### config.mk
export PLATFORM = sky130hd
export DESIGN_NAME = sparse_vector_loader
export DESIGN_NICKNAME = d
export VERILOG_FILES = /design/src/rtl/sparse_vector_loader.sv
export SDC_FILE = /design/constraint.sdc
export NUM_CORES = 1
export LEC_CHECK = 0
export ABC_AREA = 1
export BUFFER_PORTS_ARGS = -buffer_cell sky130_fd_sc_hd__buf_2
export CORE_UTILIZATION = 61
export CTS_BUF_LIST = sky130_fd_sc_hd__clkbuf_4 sky130_fd_sc_hd__clkbuf_8 sky130_fd_sc_hd__clkbuf_16
export DETAILED_ROUTE_END_ITERATION = 8
export PLACE_DENSITY = 0.94
export SETUP_SLACK_MARGIN = 0.1
export SYNTH_ARGS = -nofsm -noshare
export SYNTH_HDL_FRONTEND = slang
export SYNTH_SLANG_ARGS = --single-unit
### constraint.sdc
create_clock -name clk -period 5.3 [get_ports clk]
set_clock_uncertainty 0.1 [all_clocks]
set_input_delay 0.53 -clock clk [delete_from_list [all_inputs] [get_ports clk]]
set_output_delay 0.53 -clock clk [all_outputs]
set_load 0.01 [all_outputs]
### src/rtl/sparse_vector_loader.sv
// Sparse (index, value) beat collector feeding a dense 16 x 8-bit vector slot.
// Optional macro LOADER_ZERO_SKIP_EN: zero-valued beats are consumed without writing.
module sparse_vector_loader #(
    parameter int LANES  = 16,
    parameter int DATA_W = 8,
    parameter int IDX_W  = 4
) (
    input  logic                    clk,
    input  logic                    rst,
    input  logic                    in_valid,
    output logic                    in_ready,
    input  logic [IDX_W-1:0]        in_index,
    input  logic [DATA_W-1:0]       in_value,
    input  logic                    in_last,
    output logic                    out_valid,
    input  logic                    out_ready,
    output logic [LANES*DATA_W-1:0] out_vector,
    output logic [IDX_W:0]          out_nnz,
    output logic                    err_dup
);

    typedef enum logic {
        FILL,
        HOLD
    } state_t;

    state_t state;
    state_t state_nx;

    logic [LANES*DATA_W-1:0] asm_vec;
    logic [LANES*DATA_W-1:0] nxt_vec;
    logic [LANES-1:0]        asm_mask;
    logic [LANES-1:0]        nxt_mask;
    logic [IDX_W:0]          asm_nnz;
    logic [IDX_W:0]          nxt_nnz;
    logic                    slot_full;
    logic                    accept;
    logic                    do_write;
    logic                    hit;
    logic                    slot_free;
    logic                    xfer;

    assign in_ready  = (state == FILL) && !rst;
    assign out_valid = slot_full;
    assign accept    = in_valid && in_ready;
    assign slot_free = !slot_full || out_ready;

`ifdef LOADER_ZERO_SKIP_EN
    assign do_write = accept && (in_value != '0);
`else
    assign do_write = accept;
`endif

    assign hit = do_write && asm_mask[in_index];

    // Assembly buffer contents including the beat accepted this cycle
    always_comb begin
        nxt_vec  = asm_vec;
        nxt_mask = asm_mask;
        nxt_nnz  = asm_nnz;
        if (do_write) begin
            nxt_vec[in_index*DATA_W +: DATA_W] = in_value;
            nxt_mask[in_index] = 1'b1;
            if (!hit) begin
                nxt_nnz = asm_nnz + (IDX_W+1)'(1);
            end
        end
    end

    // Next state and transfer decision into the output slot
    always_comb begin
        state_nx = state;
        xfer     = 1'b0;
        unique case (state)
            FILL: begin
                if (accept && in_last) begin
                    if (slot_free) begin
                        xfer = 1'b1;
                    end else begin
                        state_nx = HOLD;
                    end
                end
            end
            HOLD: begin
                if (slot_free) begin
                    xfer     = 1'b1;
                    state_nx = FILL;
                end
            end
            default: state_nx = FILL;
        endcase
    end

    // State register
    always_ff @(posedge clk) begin
        if (rst) begin
            state <= FILL;
        end else begin
            state <= state_nx;
        end
    end

    // Assembly buffer: cleared on reset and whenever a vector moves out
    always_ff @(posedge clk) begin
        if (rst || xfer) begin
            asm_vec  <= '0;
            asm_mask <= '0;
            asm_nnz  <= '0;
        end else begin
            asm_vec  <= nxt_vec;
            asm_mask <= nxt_mask;
            asm_nnz  <= nxt_nnz;
        end
    end

    // Output slot: loads on transfer, empties on downstream handshake
    always_ff @(posedge clk) begin
        if (rst) begin
            slot_full  <= 1'b0;
            out_vector <= '0;
            out_nnz    <= '0;
        end else if (xfer) begin
            slot_full  <= 1'b1;
            out_vector <= nxt_vec;
            out_nnz    <= nxt_nnz;
        end else if (out_ready) begin
            slot_full  <= 1'b0;
        end
    end

    // Duplicate-lane flag, one cycle after the offending beat
    always_ff @(posedge clk) begin
        if (rst) begin
            err_dup <= 1'b0;
        end else begin
            err_dup <= hit;
        end
    end

endmodule

==> results_dict.tcl, run 1 <==
set metrics [dict create \
    end_kind "register" \
    synthXorXnorAreaFrac 0.00243 \
    place_ws_ns 1.99 \
    synth_edf_count 0 \
    gp_congestion 0.912 \
    viasPerCell 5.63 \
    max-slew-margin-rel 0.292 \
    fin_nets 1431 \
    synth_compound_area_frac 0.154 \
    async_flop_share 0 \
    synthMuxAreaShare 0 \
    io_pins 153 \
    fin_util 0.718 \
    ir_drop_mv 0.311 \
    dp_hpwl_um 17600 \
    p_leak_nw 4.84 \
    critPathMaxFanout 62 \
    tightest_slew_ns 1.06 \
    ant_nets 0 \
    dpl.cell_count 1596 \
    post-route-period-util 0.569 \
    yosysUniqueCellTypes 34 \
    clk_pin_slew_ns 0.06 \
    crit_type "reg2reg" \
    fin_ws_ns 2.28 \
    grt_pass1_wl_um 43800 \
    cts_buffers 27 \
    row_count 47 \
    powerDensity_nw_per_um2 360 \
    power_mw 4.27 \
    tns_ns 0 \
    area.growth.synth_to_final_pct 15.1 \
    grt_pass1_vias 8816 \
    period_needed_ns 3.02 \
    path_buf_inv 3 \
    clockBufferDepth 3 \
    vias 9238 \
    clk_latency_ns 0.52 \
    crit_path_cell_trace "nor2_2, nand2_4, clkinv_2, a21oi_2, or2_1, nor2_2, clkinv_2, buf_4, o21ai_0" \
    antenna_found_initial 1 \
    die_w_um 132 \
    fillers 1161 \
    dieArea_um2 17400 \
    fin_cells 1642 \
    required_ns 5.64 \
    grt_util_all_layers 0.310 \
    clock_sinks 285 \
    cts_max_level 1 \
    syn-cell-area_um2 10300 \
    status "completed" \
    ys_ff_latch 285 \
    fp.dieH_um 132 \
    grt-ovfl-total 0 \
    hold_class "in2reg" \
    wl_per_cell_um 16.7 \
    postCtsHoldBufs 0 \
    cpPeakStageDelay_ns 0.68 \
    rsz0062_at_grt "no" \
    io_buffers 152 \
    setup_viol 0 \
    drt-total-wl_um 27400 \
    synth-simple-area-share 0.213 \
    ctsResizeCount 0 \
    cp-start-kind "register" \
    dr.pass1.iters 6 \
    grt_max_degree 106 \
    cp.arrival_ns 3.35 \
    synth_nets 1309 \
    ys_warn_count 0 \
    slowest_stage "clkinv_2" \
    cts_setup_buffers 0 \
    hold_violations 0 \
    drive_gt1_frac 0.177 \
    crit_family "buffers and inverters" \
    yosys.area_share.adder 0.0109 \
    slew_viol_final 0 \
    ys.flop_type "dfxtp_1" \
    max_freq_mhz 331 \
    synth_top_family_by_area "simple AND/OR/NAND/NOR gates" \
    cap_violations 0 \
    clockRootBuffer "clkbuf_16" \
    cts_tree "done" \
    design.core.area_um2 16500 \
    drt-initial-drc-count 882 \
    start_util 0.624 \
    postSynthCellCount 1283 \
    drc_errors 0 \
    ys_seq_area_frac 0.553 \
    avgSynthCellArea_um2 8.04 \
]
## flip-flops by register name, indices dropped and copies added, names as in the netlist
register and cells:
asm_mask 16, asm_nnz 5, asm_vec 128, err_dup 1, out_nnz 5, out_valid 1
out_vector 128, state 1
## stage by stage
step,instance area [um^2],hold slack (ns)
2_1_floorplan,10300,0.331
3_3_place_gp,11000,0.334
3_5_place_dp,11000,0.345
4_1_cts,11900,0.152
5_1_grt,11900,0.163
6_report,11900,0.152
## Yosys cell counts, types with 3 or more instances
cell type    n  area share
dfxtp_1    285        0.55
a21oi_1     20      0.0097
nand2_1    289        0.11
ha_1         9       0.011
nor2_1     185       0.067
nor2_4       3      0.0033
nand3_1     16      0.0078
a21oi_2      4      0.0034
buf_6       12       0.013
inv_1       66       0.024
nand4_1      4      0.0024
o21ai_1    169       0.082
clkbuf_1    13      0.0047
nand2_2      4      0.0024
nor2_2      17       0.010
o21ai_0    113       0.055
nor3_1       6      0.0029
inv_2        9      0.0033
buf_2       38       0.018
## logic make-up (layout without fill, tap and decap cells)
group / after synthesis / in the layout
AOI/OAI and AO/OA: 311 / 311
xor gates and xnor gates: 2 / 2
adders and majority gates: 9 / 9
buffers and inverters: 143 / 280
DFF: 285 / 285
other: 0 / 2
and+or+nand+nor: 533 / 533
## routing by layer
| layer | vias up | share of wire | GRT usage |
|---|---|---|---|
| li1 | 4366 | - | - |
| met1 | 4256 | 0.39 | 0.385 |
| met2 | 502 | 0.48 | 0.523 |
| met3 | 114 | 0.090 | 0.0557 |
| met4 | 0 | 0.046 | 0.150 |
| met5 | - | 0 | 0 |
## area by class of cell
| cell class | count | area [um^2] | share of cell area |
|---|---|---|---|
| antenna | 2 | 5.00 | 0.000422 |
| inverter | 77 | 295 | 0.0249 |
| clock buffer | 38 | 796 | 0.0671 |
| timing repair buffer | 159 | 813 | 0.0685 |
| sequential | 285 | 5710 | 0.481 |
| tap | 220 | 275 | 0.0232 |
| multi-input combinational | 855 | 3920 | 0.330 |
| clock inverter | 6 | 58.8 | 0.00496 |
## report_power, final
group / internal, mW / switching [mW] / total (mW)
sequential: 2.16 / 0.00787 / 2.17
clock: 1.09 / 0.785 / 1.87
combinational: 0.0480 / 0.181 / 0.229
## layout by cell type, fill, tap and decap left out, types with 2 or more instances in the layout
master,n
nor3_4,2
o21bai_1,2
nor2_1,185
ha_1,9
nor3_1,6
nor4_4,2
clkbuf_4,5
nand2_1,289
nor2_4,3
o21ai_0,113
buf_4,7
diode_2,2
clkbuf_8,6
nand3_1,16
o21ai_1,169
nand2_2,4
nand4_1,4
o21ai_2,2
a21oi_2,4
a21oi_1,20
buf_2,152
clkbuf_16,27
dfxtp_1,285
inv_2,7
inv_1,66
clkinv_2,7
nor2_2,17
## worst reg2reg max path, cell delays in order, from the launching register on
cell and delay, ns:
dfxtp_1 0.33, nor2_2 0.16, nand2_4 0.13, clkinv_2 0.17, a21oi_2 0.09, or2_1 0.23
nor2_2 0.18, clkinv_2 0.68, buf_4 0.60, o21ai_0 0.26
## worst paths after layout
kind	startpoint	end	slack, ns	cells after the start
worst min register to register	out_vector[122]	out_vector[122]	0.35	2
worst max-delay path	state	out_vector[25]	2.28	9
worst max register to register	state	out_vector[25]	2.28	9
worst min-delay path	rst	out_valid	0.15	2
(Power assumes the default switching activity.)
==> run 2, diff against run 1 <==
--- a/config.mk
+++ b/config.mk
@@ -5,12 +5,12 @@
 export SDC_FILE = /design/constraint.sdc
 export NUM_CORES = 1
 export LEC_CHECK = 0
-export ABC_AREA = 1
+export ABC_AREA = 0
 export BUFFER_PORTS_ARGS = -buffer_cell sky130_fd_sc_hd__buf_2
-export CORE_UTILIZATION = 61
+export CORE_UTILIZATION = 56
 export CTS_BUF_LIST = sky130_fd_sc_hd__clkbuf_4 sky130_fd_sc_hd__clkbuf_8 sky130_fd_sc_hd__clkbuf_16
 export DETAILED_ROUTE_END_ITERATION = 8
-export PLACE_DENSITY = 0.94
+export PLACE_DENSITY = 0.88
 export SETUP_SLACK_MARGIN = 0.1
 export SYNTH_ARGS = -nofsm -noshare
 export SYNTH_HDL_FRONTEND = slang
==> constraint.sdc (replaced) <==
create_clock -name clk -period 3.15 [get_ports clk]
set_clock_uncertainty 0.1 [all_clocks]
set_input_delay 0.315 -clock clk [delete_from_list [all_inputs] [get_ports clk]]
set_output_delay 0.315 -clock clk [all_outputs]
set_load 0.01 [all_outputs]
==> run 2 against run 1 <==
  * Area after synthesis down 1.9%
  * Highest routed layer unchanged
  * Critical path depth down 2
  * Worst setup slack worse by 1.7 ns
  * Clock power up 85%
  * Non-clock buffer count up 12
  * Global-route usage down 4.1 points
  * Via count down 13%
==> results_dict.tcl, run 2 <==
set metrics [dict create \
    status "completed" \
    use_met1 0.345 \
    fp.dieH_um 136 \
    dieArea_um2 18600 \
    die_w_um 136 \
    fin_nets 1233 \
    cts_buffers 27 \
    dr.pass1.iters 5 \
    antenna_found_initial 1 \
    synth.top_cell.area_share 0.564 \
    final_cell_mix "285 x dfxtp_1, 173 x nor2_1, 152 x buf_2, 138 x nand2_1" \
    drt-total-wl_um 25100 \
    clk_pin_slew_ns 0.06 \
    slew_viol_final 0 \
    max-slew-margin-rel 0.241 \
    crit_family "simple AND/OR/NAND/NOR gates" \
    fillers 1355 \
    end_kind "register" \
    internal_power_mw 5.80 \
    path_buf_inv 2 \
    gp_congestion 0.864 \
    tns_ns 0 \
    seq_power_share 0.488 \
    critPathMaxFanout 11 \
    ir_drop_mv 0.461 \
    synth.cells.most_frequent "285 x dfxtp_1, 174 x nor2_1, 138 x nand2_1, 118 x mux2i_1, 118 x o21ai_0" \
    async_flop_share 0 \
    use_met2 0.463 \
    combPwrFrac 0.044 \
    cts_setup_buffers 0 \
    cp-start-kind "input pin" \
    synth_nets 1098 \
    ys_seq_area_frac 0.564 \
    post-route-period-util 0.807 \
    reg_top3 "asm_vec (128), out_vector (128), asm_mask (16)" \
    ys_top_cells_by_area "dfxtp_1 56%, mux2i_1 12%, nor2_1 6.5%" \
    grt-ovfl-total 0 \
    power_mw 7.40 \
    slowest_stage "dlygate4sd3_1" \
    p_clk_frac 0.468 \
    wl_per_cell_um 17.3 \
    grt_util_all_layers 0.269 \
    crit_type "in2reg" \
    area.growth.synth_to_final_pct 19.0 \
    ctsResizeCount 0 \
    cts_tree "done" \
    ys_ff_latch 285 \
    drc_errors 0 \
    required_ns 3.46 \
    grt_pass1_vias 7621 \
    switching_power_mw 1.60 \
    row_count 48 \
    cp.arrival_ns 2.85 \
    period_needed_ns 2.54 \
    viasPerCell 5.53 \
    clockBufferDepth 3 \
    clock_sinks 285 \
    cpPeakStageDelay_ns 0.54 \
    grt_max_degree 68 \
    vias 8014 \
    yosysTopAreaCell "dfxtp_1" \
    ant_nets 0 \
    top_usage_layer "met2" \
    dp_hpwl_um 16100 \
    hold_class "in2reg" \
    synth_edf_count 0 \
    io_buffers 152 \
    synth_most_common_cell "dfxtp_1" \
    clk_latency_ns 0.54 \
    start_util 0.579 \
    use_met3 0.0436 \
    drive_gt1_frac 0.189 \
    hold_violations 0 \
    postCtsHoldBufs 2 \
    setup_viol 0 \
    powerDensity_nw_per_um2 615 \
    max_freq_mhz 393 \
    cap_violations 0 \
    tightest_slew_ns 1.14 \
    clockRootBuffer "clkbuf_16" \
    grt_pass1_wl_um 39400 \
    design.core.area_um2 17500 \
    postSynthCellCount 1072 \
    cts_max_level 1 \
    yosysUniqueCellTypes 41 \
    swShare 0.216 \
    ys.flop_type "dfxtp_1" \
    layout_commonest_cell "dfxtp_1" \
    drt-initial-drc-count 585 \
    avgSynthCellArea_um2 9.44 \
    p_leak_nw 5.37 \
    n_antenna_cell 0 \
    crit_path_cell_trace "dlygate4sd3_1, buf_2, or3b_4, a211oi_1, and2_1, mux2i_1, o21ai_0" \
    rsz0062_at_grt "no" \
    ys_warn_count 0 \
    io_pins 153 \
    syn-cell-area_um2 10100 \
]
[run 2: cell types whose count changed in the layout (fill, tap and decap cells not counted), moves of 6 or more]
cell | before | now
inv_2 | 7 | 0
buf_4 | 7 | 13
nor2_1 | 185 | 173
inv_1 | 66 | 8
o21ai_1 | 169 | 15
nor2_2 | 17 | 0
and3_1 | 0 | 21
mux2i_1 | 0 | 118
and2_1 | 0 | 22
or3_1 | 0 | 6
nand2_1 | 289 | 138
a21oi_1 | 20 | 37
[run 2: routing by layer]
layer | wire, um | up-vias | share of wire
met5 | 0 | - | 0
met4 | 493 | 0 | 0.020
met3 | 1380 | 40 | 0.055
met2 | 12300 | 253 | 0.49
met1 | 10900 | 3851 | 0.44
li1 | - | 3870 | -
[run 2: final timing paths]
kind / slack (ns) / end / start / depth (start not counted)
min: 0.06 / state / in_last / 3
max: 0.61 / out_vector[111] / rst / 7
max reg2reg: 0.78 / out_vector[111] / state / 5
min reg2reg: 0.34 / out_vector[70] / out_vector[70] / 2
[run 2: per-stage QoR]
stage	hold WS (ns)	cell area (um^2)	setup WS, ns	util	std cells
floorplan	0.336	10100	0.670	-	1072
global placement	0.330	11100	0.315	0.633	1401
detailed placement	0.337	11100	0.177	0.633	1401
CTS	0.0390	12000	0.643	0.689	1450
global route	0.0854	12000	0.482	0.689	1450
finish	0.0557	12000	0.608	0.689	1450
[run 2: power by group through the flow]
stage	Sequential [mW]	Clock, mW	Combinational, mW
after CTS	3.62	3.48	0.323
after detailed placement	3.70	0	0.317
after floorplan	3.70	0	0.209
after global placement	3.70	0	0.314
final	3.62	3.46	0.327
after global routing	3.62	3.62	0.349
[run 2: final cells by class]
type	instances	area, um^2	area share
well taps	225	282	0.0234
flip-flops and latches	285	5710	0.474
multi-input cells	714	4110	0.341
inverters	8	30.0	0.00249
clock inverters	9	154	0.0128
repair buffers	171	958	0.0796
clock buffers	38	808	0.0671
[run 2: worst register-to-register path: stages (launching register included)]
cell and delay [ns]:
dfxtp_1 0.34, or3b_4 0.50, a211oi_1 0.33, and2_1 0.54
mux2i_1 0.33, o21ai_0 0.11
[run 2: logic make-up after synthesis]
kind of cell,count (synthesis),share of synthesized area
AND/OR/NAND/NOR,401,0.172
XOR/XNOR,3,0.00260
multiplexers,123,0.125
adder cells (fa/ha/maj),9,0.0111
flip-flops,285,0.564
AO/OA/AOI/OAI,178,0.0937
buffers and inverters,73,0.0318
